$ cat src/rtl/lzx_cmp16_seq.sv
// lzx_cmp16_seq: sequential 16-bit magnitude comparator with cascade input.
// Walks the latched operands one nibble per cycle, LSB nibble first, so the
// most significant differing nibble is the last to write the running
// relation and therefore decides the result. The cascade-in value only
// survives when every nibble pair is equal.
module lzx_cmp16_seq (
    input  logic        CLK,
    input  logic        RST_n,
    input  logic        START,
    input  logic [15:0] A,
    input  logic [15:0] B,
    input  logic        IA_g,
    input  logic        IA_e,
    input  logic        IA_l,
    output logic        BUSY,
    output logic        DONE,
    output logic        QA_g,
    output logic        QA_e,
    output logic        QA_l
);

    typedef enum logic {IDLE, RUN} state_t;
    typedef enum logic [1:0] {REL_NONE, REL_G, REL_L, REL_E} rel_t;

    state_t      state, state_nxt;
    rel_t        rel, rel_nxt;
    rel_t        rel_cas, rel_step;
    logic [1:0]  cnt, cnt_nxt;
    logic [15:0] a_q, a_nxt;
    logic [15:0] b_q, b_nxt;
    logic        done_q, done_nxt;
    logic [2:0]  qa, qa_nxt;
    logic [3:0]  a_nib, b_nib;

    // Cascade-in decode, greater wins over less wins over equal.
    always_comb begin
        rel_cas = REL_NONE;
        if (IA_g)      rel_cas = REL_G;
        else if (IA_l) rel_cas = REL_L;
        else if (IA_e) rel_cas = REL_E;
    end

    // One nibble step: a differing nibble overwrites the relation, an equal
    // nibble leaves whatever the lower nibbles (or cascade-in) decided.
    always_comb begin
        a_nib    = a_q[{cnt, 2'b00} +: 4];
        b_nib    = b_q[{cnt, 2'b00} +: 4];
        rel_step = rel;
        if (a_nib > b_nib)      rel_step = REL_G;
        else if (a_nib < b_nib) rel_step = REL_L;
    end

    // FSM next-state and datapath next values.
    always_comb begin
        state_nxt = state;
        cnt_nxt   = cnt;
        rel_nxt   = rel;
        a_nxt     = a_q;
        b_nxt     = b_q;
        done_nxt  = 1'b0;
        qa_nxt    = qa;
        case (state)
            IDLE: begin
                if (START) begin
                    a_nxt     = A;
                    b_nxt     = B;
                    cnt_nxt   = 2'd0;
                    rel_nxt   = rel_cas;
                    state_nxt = RUN;
                end
            end
            RUN: begin
                rel_nxt = rel_step;
                cnt_nxt = cnt + 2'd1;
                if (cnt == 2'd3) begin
                    done_nxt  = 1'b1;
                    state_nxt = IDLE;
                    case (rel_step)
                        REL_G:   qa_nxt = 3'b100;
                        REL_E:   qa_nxt = 3'b010;
                        REL_L:   qa_nxt = 3'b001;
                        default: qa_nxt = 3'b000;
                    endcase
                end
            end
            default: state_nxt = IDLE;
        endcase
    end

    // State and datapath registers; reset clears everything immediately.
    always_ff @(posedge CLK or negedge RST_n) begin
        if (!RST_n) begin
            state  <= IDLE;
            cnt    <= 2'd0;
            rel    <= REL_NONE;
            a_q    <= 16'd0;
            b_q    <= 16'd0;
            done_q <= 1'b0;
            qa     <= 3'b000;
        end else begin
            state  <= state_nxt;
            cnt    <= cnt_nxt;
            rel    <= rel_nxt;
            a_q    <= a_nxt;
            b_q    <= b_nxt;
            done_q <= done_nxt;
            qa     <= qa_nxt;
        end
    end

    assign BUSY = (state == RUN);
    assign DONE = done_q;
    assign {QA_g, QA_e, QA_l} = qa;

endmodule
$ cat config.mk
export PLATFORM = sky130hd
export DESIGN_NAME = lzx_cmp16_seq
export DESIGN_NICKNAME = d
export VERILOG_FILES = /design/src/rtl/lzx_cmp16_seq.sv
export SDC_FILE = /design/constraint.sdc
export NUM_CORES = 1
export LEC_CHECK = 0
export CAP_MARGIN = 0
export CORE_ASPECT_RATIO = 0.5
export CORE_UTILIZATION = 35
export CTS_BUF_LIST = sky130_fd_sc_hd__clkbuf_16
export CTS_CLUSTER_DIAMETER = 200
export DETAILED_ROUTE_END_ITERATION = 8
export GPL_ROUTABILITY_DRIVEN = 0
export MAX_ROUTING_LAYER = met4
export PLACE_DENSITY = 0.64
export RECOVER_POWER = 100
export SKIP_LAST_GASP = 1
export SYNTH_ARGS = -nofsm -noshare
export SYNTH_HDL_FRONTEND = slang
export SYNTH_SLANG_ARGS = --single-unit
$ cat constraint.sdc
create_clock -name CLK -period 5.2 [get_ports CLK]
set_input_delay 1.56 -clock CLK [delete_from_list [all_inputs] [get_ports CLK]]
set_output_delay 1.56 -clock CLK [all_outputs]
set_load 0.05 [all_outputs]
==> results.tsv <==
stage	metric	value	unit
hold_path	HP Class	reg -> reg	
route	residual DRC count	0	
die	die width	110	um
cts	Clock transition at path regs	60	ps
cts	CTS Buffer Depth	2	
die	total die area	0.00621	mm2
timing	Max Freq	277	MHz
setup_path	WS Path Type	in -> reg	
global_route	vias in the first global route	1236	
timing	Slew Viols, Final	42	
cts	post-CTS resize count	0	
finish	most frequent cells in the layout	41 x dfrtp_1, 35 x clkdlybuf4s50_1, 28 x mux2_1	
global_route	first-pass GRT wire length	6040	um
finish	finished layout cell area	0.00251	mm2
synth	Net Count, Synth	178	
route	final WL	3470	um
cts	CTS tree	built	
route	Vias	1178	
synth	Post-Syn Instances	135	
timing	Worst slew margin	-43.5	%
pwr	Power Dens Cells	610	mW/mm2
setup_path	Critical Path AT	3760	ps
finish	layout cells sized above 1	11.2	%
pwr	VDD IR max	263	uV
finish	Inserted Diodes	0	
setup_path	CP Capture Type	flip-flop	
timing	RSZ-0062 raised after global routing	false	
route	DRT antenna net count	0	
setup_path	cells on worst reg2reg path	6	
finish	Area growth, synth to finish	21.8	%
finish	fin nets	221	
cts	hold buffers post-CTS	0	
run_status	outcome	finished, violations left	
flow_run	maxcap violations	1	
cts	clk_lat worst skew	280	ps
route	wire length per cell	13.8	um
placement	hpwl dp	2510	um
hold_path	hold path depth	2	
timing	clock skew	4.00	ps
synth	mapped cell area	0.00206	mm2
timing	Hold Violations, Final	0	
route	DRT Pass-1 Iters	4	
die	Site Rows	19	
placement	Port Buffers	42	
timing	Final Cycle Share	69.4	%
setup_path	largest fanout on the critical path	24	
placement	Post-Place Cell Area	0.00248	mm2
timing	worst-margin pin slew	2150	ps
timing	hold slack	480	ps
synth	Yosys cell types	27	
global_route	initial antenna violation count	0	
finish	number of filler cells placed in the layout	538	
global_route	gr usage total	12.8	%
pwr	leakage power total	1.06	nW
die	Core Region	0.00556	mm2
timing	# setup viols final	0	
timing	setup TNS	0	ps
global_route	GR Overflow Total	0	
synth	post-synthesis register bit count	41	
setup_path	worst path required time	5350	ps
finish	most common cell after layout, fill and taps aside	dfrtp_1	
setup_path	Worst Setup Start Kind	input port	
global_route	largest net degree at the start of global routing	42	
cts	post-CTS setup buffer count	0	
cts	CTS sink count	41	
route	vias per inst	4.69	
die	die height	56.2	um
die	io pins	43	
synth	sequential-to-total area share from yosys stat	49.8	%
cts	H-tree level count	2	
synth	syn_area_per_cell	15.2	um2
timing	Final min period	3610	ps
die	Starting Density	37.0	%
route	1st-iter DRT viols	20	
cts	Root Driver	clkbuf_16	
cts	Num CTS Buffers	5	
synth	Synth Warn #	0	
run_status	failing checks	capacitance limit, slew limit	
-- final timing paths --
check / from / end / slack (ps)
worst min register to register: qa[1] / qa[1] / 480
worst max register to register: cnt[0] / qa[0] / 2810
worst min-delay path: qa[1] / qa[1] / 480
max in group asynchronous: RST_n / a_q[0] / 2060
min in group asynchronous: RST_n / DONE / 1910
worst max-delay path: START / b_q[3] / 1590
-- through the flow --
| stage | std cells | power, mW | util [%] | setup slack, ps |
|---|---|---|---|---|
| detailed placement | 244 | 1.38 | 44.7 | 1440 |
| CTS | 251 | 1.67 | 47.1 | 1710 |
| global route | 251 | 1.66 | 45.1 | 1470 |
| finish | 251 | 1.53 | 45.1 | 1590 |
| global placement | 244 | 1.37 | 44.7 | 1470 |
| floorplan | 135 | 1.23 | - | 2830 |
-- final cells by class --
cell class                      instances  area, um2  share of cell area (%)
Timing Repair Buffer                   43        418                    16.7
Multi-Input combinational cell         79        810                    32.3
Sequential cell                        41       1030                    40.9
Tap cell                               73       91.3                    3.64
Clock buffer                            5        125                    4.99
Clock inverter                          2       7.51                   0.299
Inverter                                8       30.0                    1.20
-- cell families after synthesis --
logic type | Yosys count | share of synthesized area (%)
AO/OA/AOI/OAI | 17 | 5.23
flip-flops | 41 | 49.8
buffers and inverters | 15 | 5.71
AND/OR/NAND/NOR | 16 | 4.07
multiplexers | 41 | 32.1
adder cells (fa/ha/maj) | 5 | 3.04
-- layer usage --
| metal | GRT usage, % | vias to the layer above | wire [um] |
|---|---|---|---|
| li1 | - | 565 | - |
| met1 | 17.6 | 589 | 1720 |
| met2 | 19.0 | 20 | 1600 |
| met3 | 3.49 | 4 | 113 |
| met4 | 2.86 | 0 | 34 |
| met5 | - | - | 0 |
-- cell usage after synthesis (all sizes together) --
| master | count | area share (%) |
|---|---|---|
| nor2 | 3 | 0.55 |
| clkbuf | 1 | 0.18 |
| a211o | 1 | 0.49 |
| a21o | 1 | 0.36 |
| nand2 | 7 | 1.3 |
| ha | 5 | 3.0 |
| o21bai | 1 | 0.36 |
| nor2b | 2 | 0.97 |
| nand4 | 1 | 0.30 |
| o21a | 1 | 0.36 |
| inv | 8 | 1.5 |
| o21ai | 6 | 1.5 |
| a21oi | 4 | 0.97 |
| nand2b | 1 | 0.30 |
| and4 | 1 | 0.43 |
| mux4 | 8 | 8.8 |
| dfrtp | 41 | 50 |
| buf | 6 | 4.1 |
| nand3 | 1 | 0.24 |
| o31ai | 1 | 0.36 |
| mux2 | 33 | 23 |
| o22a | 2 | 0.85 |
-- report_power, final --
group	switching, mW	total, mW	leakage [nW]	internal (mW)
registers	0.121	0.600	0.486	0.479
clock network	0.111	0.283	0.0685	0.171
logic	0.297	0.647	0.501	0.350
-- registers in the layout, summed over array words and instances, names as in the netlist --
register and cells:
a_q 16, b_q 16, qa 3, cnt 2, rel 2, BUSY 1
DONE 1
-- critical path: stages --
cell and delay [ps]:
dlygate4sd3_1 660, nor2b_4 630, clkbuf_1 520, mux2_1 390
No activity file was read; power rests on OpenSTA's default activity.
==> RTL change 1 (same flow settings) <==
Make the reset (`RST_n`) synchronous in one clocked block.
--- a/src/rtl/lzx_cmp16_seq.sv
+++ b/src/rtl/lzx_cmp16_seq.sv
@@ -88,7 +88,7 @@
     end
 
     // State and datapath registers; reset clears everything immediately.
-    always_ff @(posedge CLK or negedge RST_n) begin
+    always_ff @(posedge CLK) begin
         if (!RST_n) begin
             state  <= IDLE;
             cnt    <= 2'd0;
Behaviour: differs if RST_n is asserted again (counterexample within 4 cycles, from zero or initial values and one cycle with RST_n low); with RST_n held inactive, the same outputs for 10 cycles.
==> RTL change 1 against the original RTL <==
- the flow still finishes with violations (capacitance limit, slew limit)
- critical path depth unchanged
- sequential cell count did not move
- worst hold slack got worse by 0.027 ns
- setup slack lost 0.32 ns
- synthesized cell count grew 53%
- routed wire length up 4.4%
- die area fell by 11%
- synthesized area fell by 11%
- clock skew is 0.0010 ns lower
- design area fell by 5.9%
- critical path type unchanged
Power is not compared: it rests on default switching activity, and its combinational part moved more than twofold at a synthesized area within 25%.
==> RTL change 1: results (changes against the original RTL) <==
status -> finished with violations (unchanged)
largest net degree at the start of global routing -> 39 (was 42)
delay-heaviest family, CP -> simple AND/OR/NAND/NOR gates (was buffers and inverters)
clk_skew -> 0.00300 ns (was 0.00400 ns)
asr flop ratio synth -> 0% (was 100%)
Synth cell types -> 29 (was 27)
Slew Viols, Final -> 33 (was 42)
CP max-delay cell -> nor2b_1 (was dlygate4sd3_1)
Port Buffers -> 42 (unchanged)
CP max stage delay -> 1.52 ns (was 0.66 ns)
most frequent cells after synthesis -> 68 x nand2_1, 41 x dfxtp_1, 37 x a21oi_1, 8 x mux4_2, 7 x inv_1 (was 41 x dfrtp_1, 29 x mux2_4, 8 x inv_1, 8 x mux4_2, 7 x nand2_1)
crit path max fanout -> 32 (was 24)
Synth Flop Type -> dfxtp_1 (was dfrtp_1)
yosys warns -> 0 (unchanged)
initial antenna violation count -> 0 (unchanged)
failing checks -> capacitance limit, slew limit (unchanged)
Worst EP arrival -> 4.12 ns (was 3.76 ns)
Wirelength per Cell -> 11.6 um (was 13.8 um)
register area share after synthesis -> 44.8% (was 49.8%)
Worst slew margin -> -30.0% (was -43.5%)
share of cells above drive strength 1 -> 7.00% (was 11.2%)
HPWL Detailed -> 2510 um (about the same)
fin nets -> 285 (was 221)
max cap viols -> 1 (unchanged)
adder-cell share of the synthesized area -> 3.41% (was 3.04%)
HP Class -> reg -> reg (unchanged)
Ant. Diodes -> 0 (unchanged)
first-pass GRT wire length -> 5870 um (was 6040 um)
DR vias/cell -> 4.64 (was 4.69)
CTS H-Tree Depth -> 2 (unchanged)
vias in the first global route -> 1381 (was 1236)
post-synthesis compound-gate area fraction -> 14.6% (was 5.23%)
post-synthesis mux area share -> 10.4% (was 32.1%)
clock root buffer master -> clkbuf_16 (unchanged)
Syn Nets -> 250 (was 178)
DR iter-0 viols -> 47 (was 20)
GRT Overall Usage -> 14.6% (was 12.8%)
top post-synthesis cells by area -> dfxtp_1 45%, nand2_1 14%, a21oi_1 10%, mux4_2 9.8%, buf_6 3.7% (was dfrtp_1 50%, mux2_4 21%, mux4_2 8.8%, ha_1 3.0%, buf_12 2.9%)
==> RTL change 1: cell types whose count changed after synthesis, moves of 3 or more <==
cell	unedited run	this run
dfxtp_1	0	41
buf_6	1	6
o21ai_0	6	1
nand2_1	7	68
buf_12	3	0
dfrtp_1	41	0
mux2_2	4	0
a21oi_1	4	37
mux2_4	29	0
nor2_1	3	6
==> RTL change 1: cells by family (layout without fill, tap and decap cells) <==
| family | count (synthesis) | count (layout) |
|---|---|---|
| flops | 41 | 41 |
| compound gates | 46 | 46 |
| mux | 9 | 9 |
| fa+ha+maj | 5 | 5 |
| buf+inv | 21 | 57 |
| simple gates | 85 | 85 |
==> RTL change 1: worst paths after layout <==
check	slack (ns)	start	cells after the start	to
worst max-delay path	1.27	START	4	a_q[3]$_SDFFE_PN0P_
worst min-delay path	0.45	a_q[2]$_SDFFE_PN0P_	2	a_q[2]$_SDFFE_PN0P_
worst min register to register	0.45	a_q[2]$_SDFFE_PN0P_	2	a_q[2]$_SDFFE_PN0P_
worst max register to register	2.63	cnt[0]$_SDFFE_PN0P_	5	qa[1]$_SDFFE_PN0P_
==> RTL change 1: layout make-up <==
type	count	area, um^2
clock buffer	5	125
clock inverter	3	13.8
fill	493	2620
inverter	7	26.3
multi-input combinational	145	866
sequential	41	821
tap	70	87.6
timing repair buffer	42	420
==> RTL change 1: power by group <==
part / leakage (nW) / internal (mW) / total, mW / switching, mW
Clock: 0.0748 / 0.174 / 0.288 / 0.114
Combinational: 0.476 / 0.0554 / 0.104 / 0.0485
Sequential: 0.336 / 0.332 / 0.346 / 0.0136
Total: 0.887 / 0.561 / 0.738 / 0.176
==> RTL change 1: per-stage QoR <==
stage	worst slack, ns	instances	cell area [um^2]	power, mW	utilization (%)
finish	1.27	313	2360	0.738	47.4
global route	0.946	313	2360	0.772	47.4
CTS	1.91	313	2370	0.748	47.6
detailed placement	1.64	305	2230	0.459	44.8
global placement	1.68	305	2230	0.455	44.8
floorplan	2.97	207	1830	0.420	-
==> RTL change 1: worst reg2reg max path, delay by kind of cell (launching register included) <==
family | cells | cell delay (ns)
AND/OR/NAND/NOR | 2 | 0.47
adder cells (fa/ha/maj) | 1 | 0.32
flip-flops | 1 | 0.72
multiplexers | 1 | 0.62
AO/OA/AOI/OAI | 1 | 0.33
==> RTL change 1: layer usage <==
layer	GRT usage, %	share of wire (%)	vias up	routed length, um
met2	25.6	48	30	1730
met3	4.06	3.9	2	140
met4	7.86	0.58	0	21
li1	-	-	770	-
met5	-	0	-	0
met1	15.7	48	649	1730
==> RTL change 2 (same flow settings) <==
Made on the original files. `a_q` and `b_q` no longer have a reset.
--- a/src/rtl/lzx_cmp16_seq.sv
+++ b/src/rtl/lzx_cmp16_seq.sv
@@ -93,19 +93,20 @@
             state  <= IDLE;
             cnt    <= 2'd0;
             rel    <= REL_NONE;
-            a_q    <= 16'd0;
-            b_q    <= 16'd0;
             done_q <= 1'b0;
             qa     <= 3'b000;
         end else begin
             state  <= state_nxt;
             cnt    <= cnt_nxt;
             rel    <= rel_nxt;
-            a_q    <= a_nxt;
-            b_q    <= b_nxt;
             done_q <= done_nxt;
             qa     <= qa_nxt;
         end
+    end
+
+    always_ff @(posedge CLK) begin
+        a_q <= a_nxt;
+        b_q <= b_nxt;
     end
 
     assign BUSY = (state == RUN);
Formal check against the unedited RTL: same outputs for any inputs over 10 cycles, from zero or initial values and one cycle with RST_n low; that may be too few to reach the edited logic, so the function may still have changed.
==> RTL change 2 against the original RTL <==
- the run still ends with capacitance limit, slew limit left
- utilization rose by 6.3 points
- register-to-register slack improved by 0.02 ns
- synthesized cell count fell by 27%
- design area fell by 7.5%
- routed wire length fell by 20%
- setup slack got worse by 0.13 ns
- via count fell by 18%
- synthesized area fell by 18%
- total power fell by 23%
- combinational power fell by 39%
- sequential cell count did not move
- maximum frequency fell by 3.5%
- highest routed layer unchanged
==> RTL change 2: results (changes against the original RTL) <==
Synth cell types -> 25 (was 27)
Hold WS -> 0.474 ns (was 0.480 ns)
worst vdd ir -> 0.180 mV (was 0.263 mV)
Wirelength per Cell -> 13.1 um (was 13.8 um)
most frequent cells after synthesis -> 32 x edfxtp_1, 9 x dfrtp_1, 8 x inv_1, 7 x nand2_1 (was 41 x dfrtp_1, 29 x mux2_4, 8 x inv_1, 8 x mux4_2, 7 x nand2_1)
CP max stage delay -> 1.21 ns (was 0.66 ns)
vias in the first global route -> 893 (was 1236)
CP max-delay cell -> clkbuf_1 (was dlygate4sd3_1)
first-pass GRT wire length -> 4240 um (was 6040 um)
EDFF count, synth -> 32 (was 0)
largest net degree at the start of global routing -> 33 (was 42)
max cap viols -> 1 (unchanged)
Slew Viols, Final -> 33 (was 42)
Metal-1 WL -> 1260 um (was 1720 um)
status -> finished with violations (unchanged)
met3 routed WL -> 141 um (was 113 um)
failing checks -> capacitance limit, slew limit (unchanged)
synthesized area per cell -> 17.2 um^2 (was 15.2 um^2)
DP Area -> 2180 um^2 (was 2480 um^2)
clk_skew -> 0.00431 ns (was 0.00400 ns)
Syn Nets -> 141 (was 178)
DR iter-0 viols -> 32 (was 20)
Synth Flop Type -> edfxtp_1 (was dfrtp_1)
fin nets -> 188 (was 221)
Finished Layout Cells -> 212 (was 251)
==> RTL change 2: changes by cell type in the layout (fill, tap and decap cells not counted), sizes merged, moves of 2 or more <==
cell	delta
clkdlybuf4s50	-32
dlygate4sd3	+33
edfxtp	+32
clkinvlp	+2
mux2	-32
dfrtp	-32
==> RTL change 2: logic make-up after synthesis <==
group,after synthesis,share of synthesized area (%)
and+or+nand+nor,16,4.38
AOI/OAI and AO/OA,15,5.71
buffers and inverters,11,3.04
DFF,41,70.3
muxes,10,12.8
adders and majority gates,5,3.71
==> RTL change 2: layer usage <==
layer / vias to the layer above / global-route usage [%]
li1: 475 / -
met1: 459 / 15.0
met2: 29 / 18.4
met3: 4 / 4.10
met4: 0 / 6.52
met5: - / -
==> RTL change 2: power breakdown <==
group          switching [mW]  internal, mW  total, mW
Combinational           0.204         0.188      0.392
Clock                   0.117         0.176      0.293
Sequential             0.0637         0.430      0.494
Total                   0.385         0.793       1.18
==> RTL change 2: per-stage QoR <==
step	setup slack, ns	utilization, %
global placement	2.19	48.3
detailed placement	2.13	48.3
global route	1.29	51.4
floorplan	1.81	-
CTS	1.91	51.5
finish	1.46	51.4
==> RTL change 2: cell type report <==
cell class / count / area, um^2
Clock buffer: 5 / 125
Clock inverter: 3 / 18.8
Fill cell: 388 / 2190
Inverter: 8 / 30.0
Multi-Input combinational cell: 46 / 452
Sequential cell: 41 / 1190
Tap cell: 66 / 82.6
Timing Repair Buffer: 43 / 424
==> RTL change 2: path summary, 6_finish.rpt <==
path                                endpoint                from  depth (start not counted)
max                        b_q[10]$_DFFE_PP_               START                          4
min                        qa[1]$_DFFE_PN0P_   qa[1]$_DFFE_PN0P_                          2
max reg2reg                qa[0]$_DFFE_PN0P_  cnt[0]$_DFFE_PN0P_                          6
min reg2reg                qa[1]$_DFFE_PN0P_   qa[1]$_DFFE_PN0P_                          2
max in group asynchronous     DONE$_DFF_PN0_               RST_n                          1
min in group asynchronous     BUSY$_DFF_PN0_               RST_n                          1
==> RTL change 2: worst max-delay path, delay by kind of cell <==
family        cells  cell delay [ns]
simple gates      1             0.08
buf+inv           3             1.96
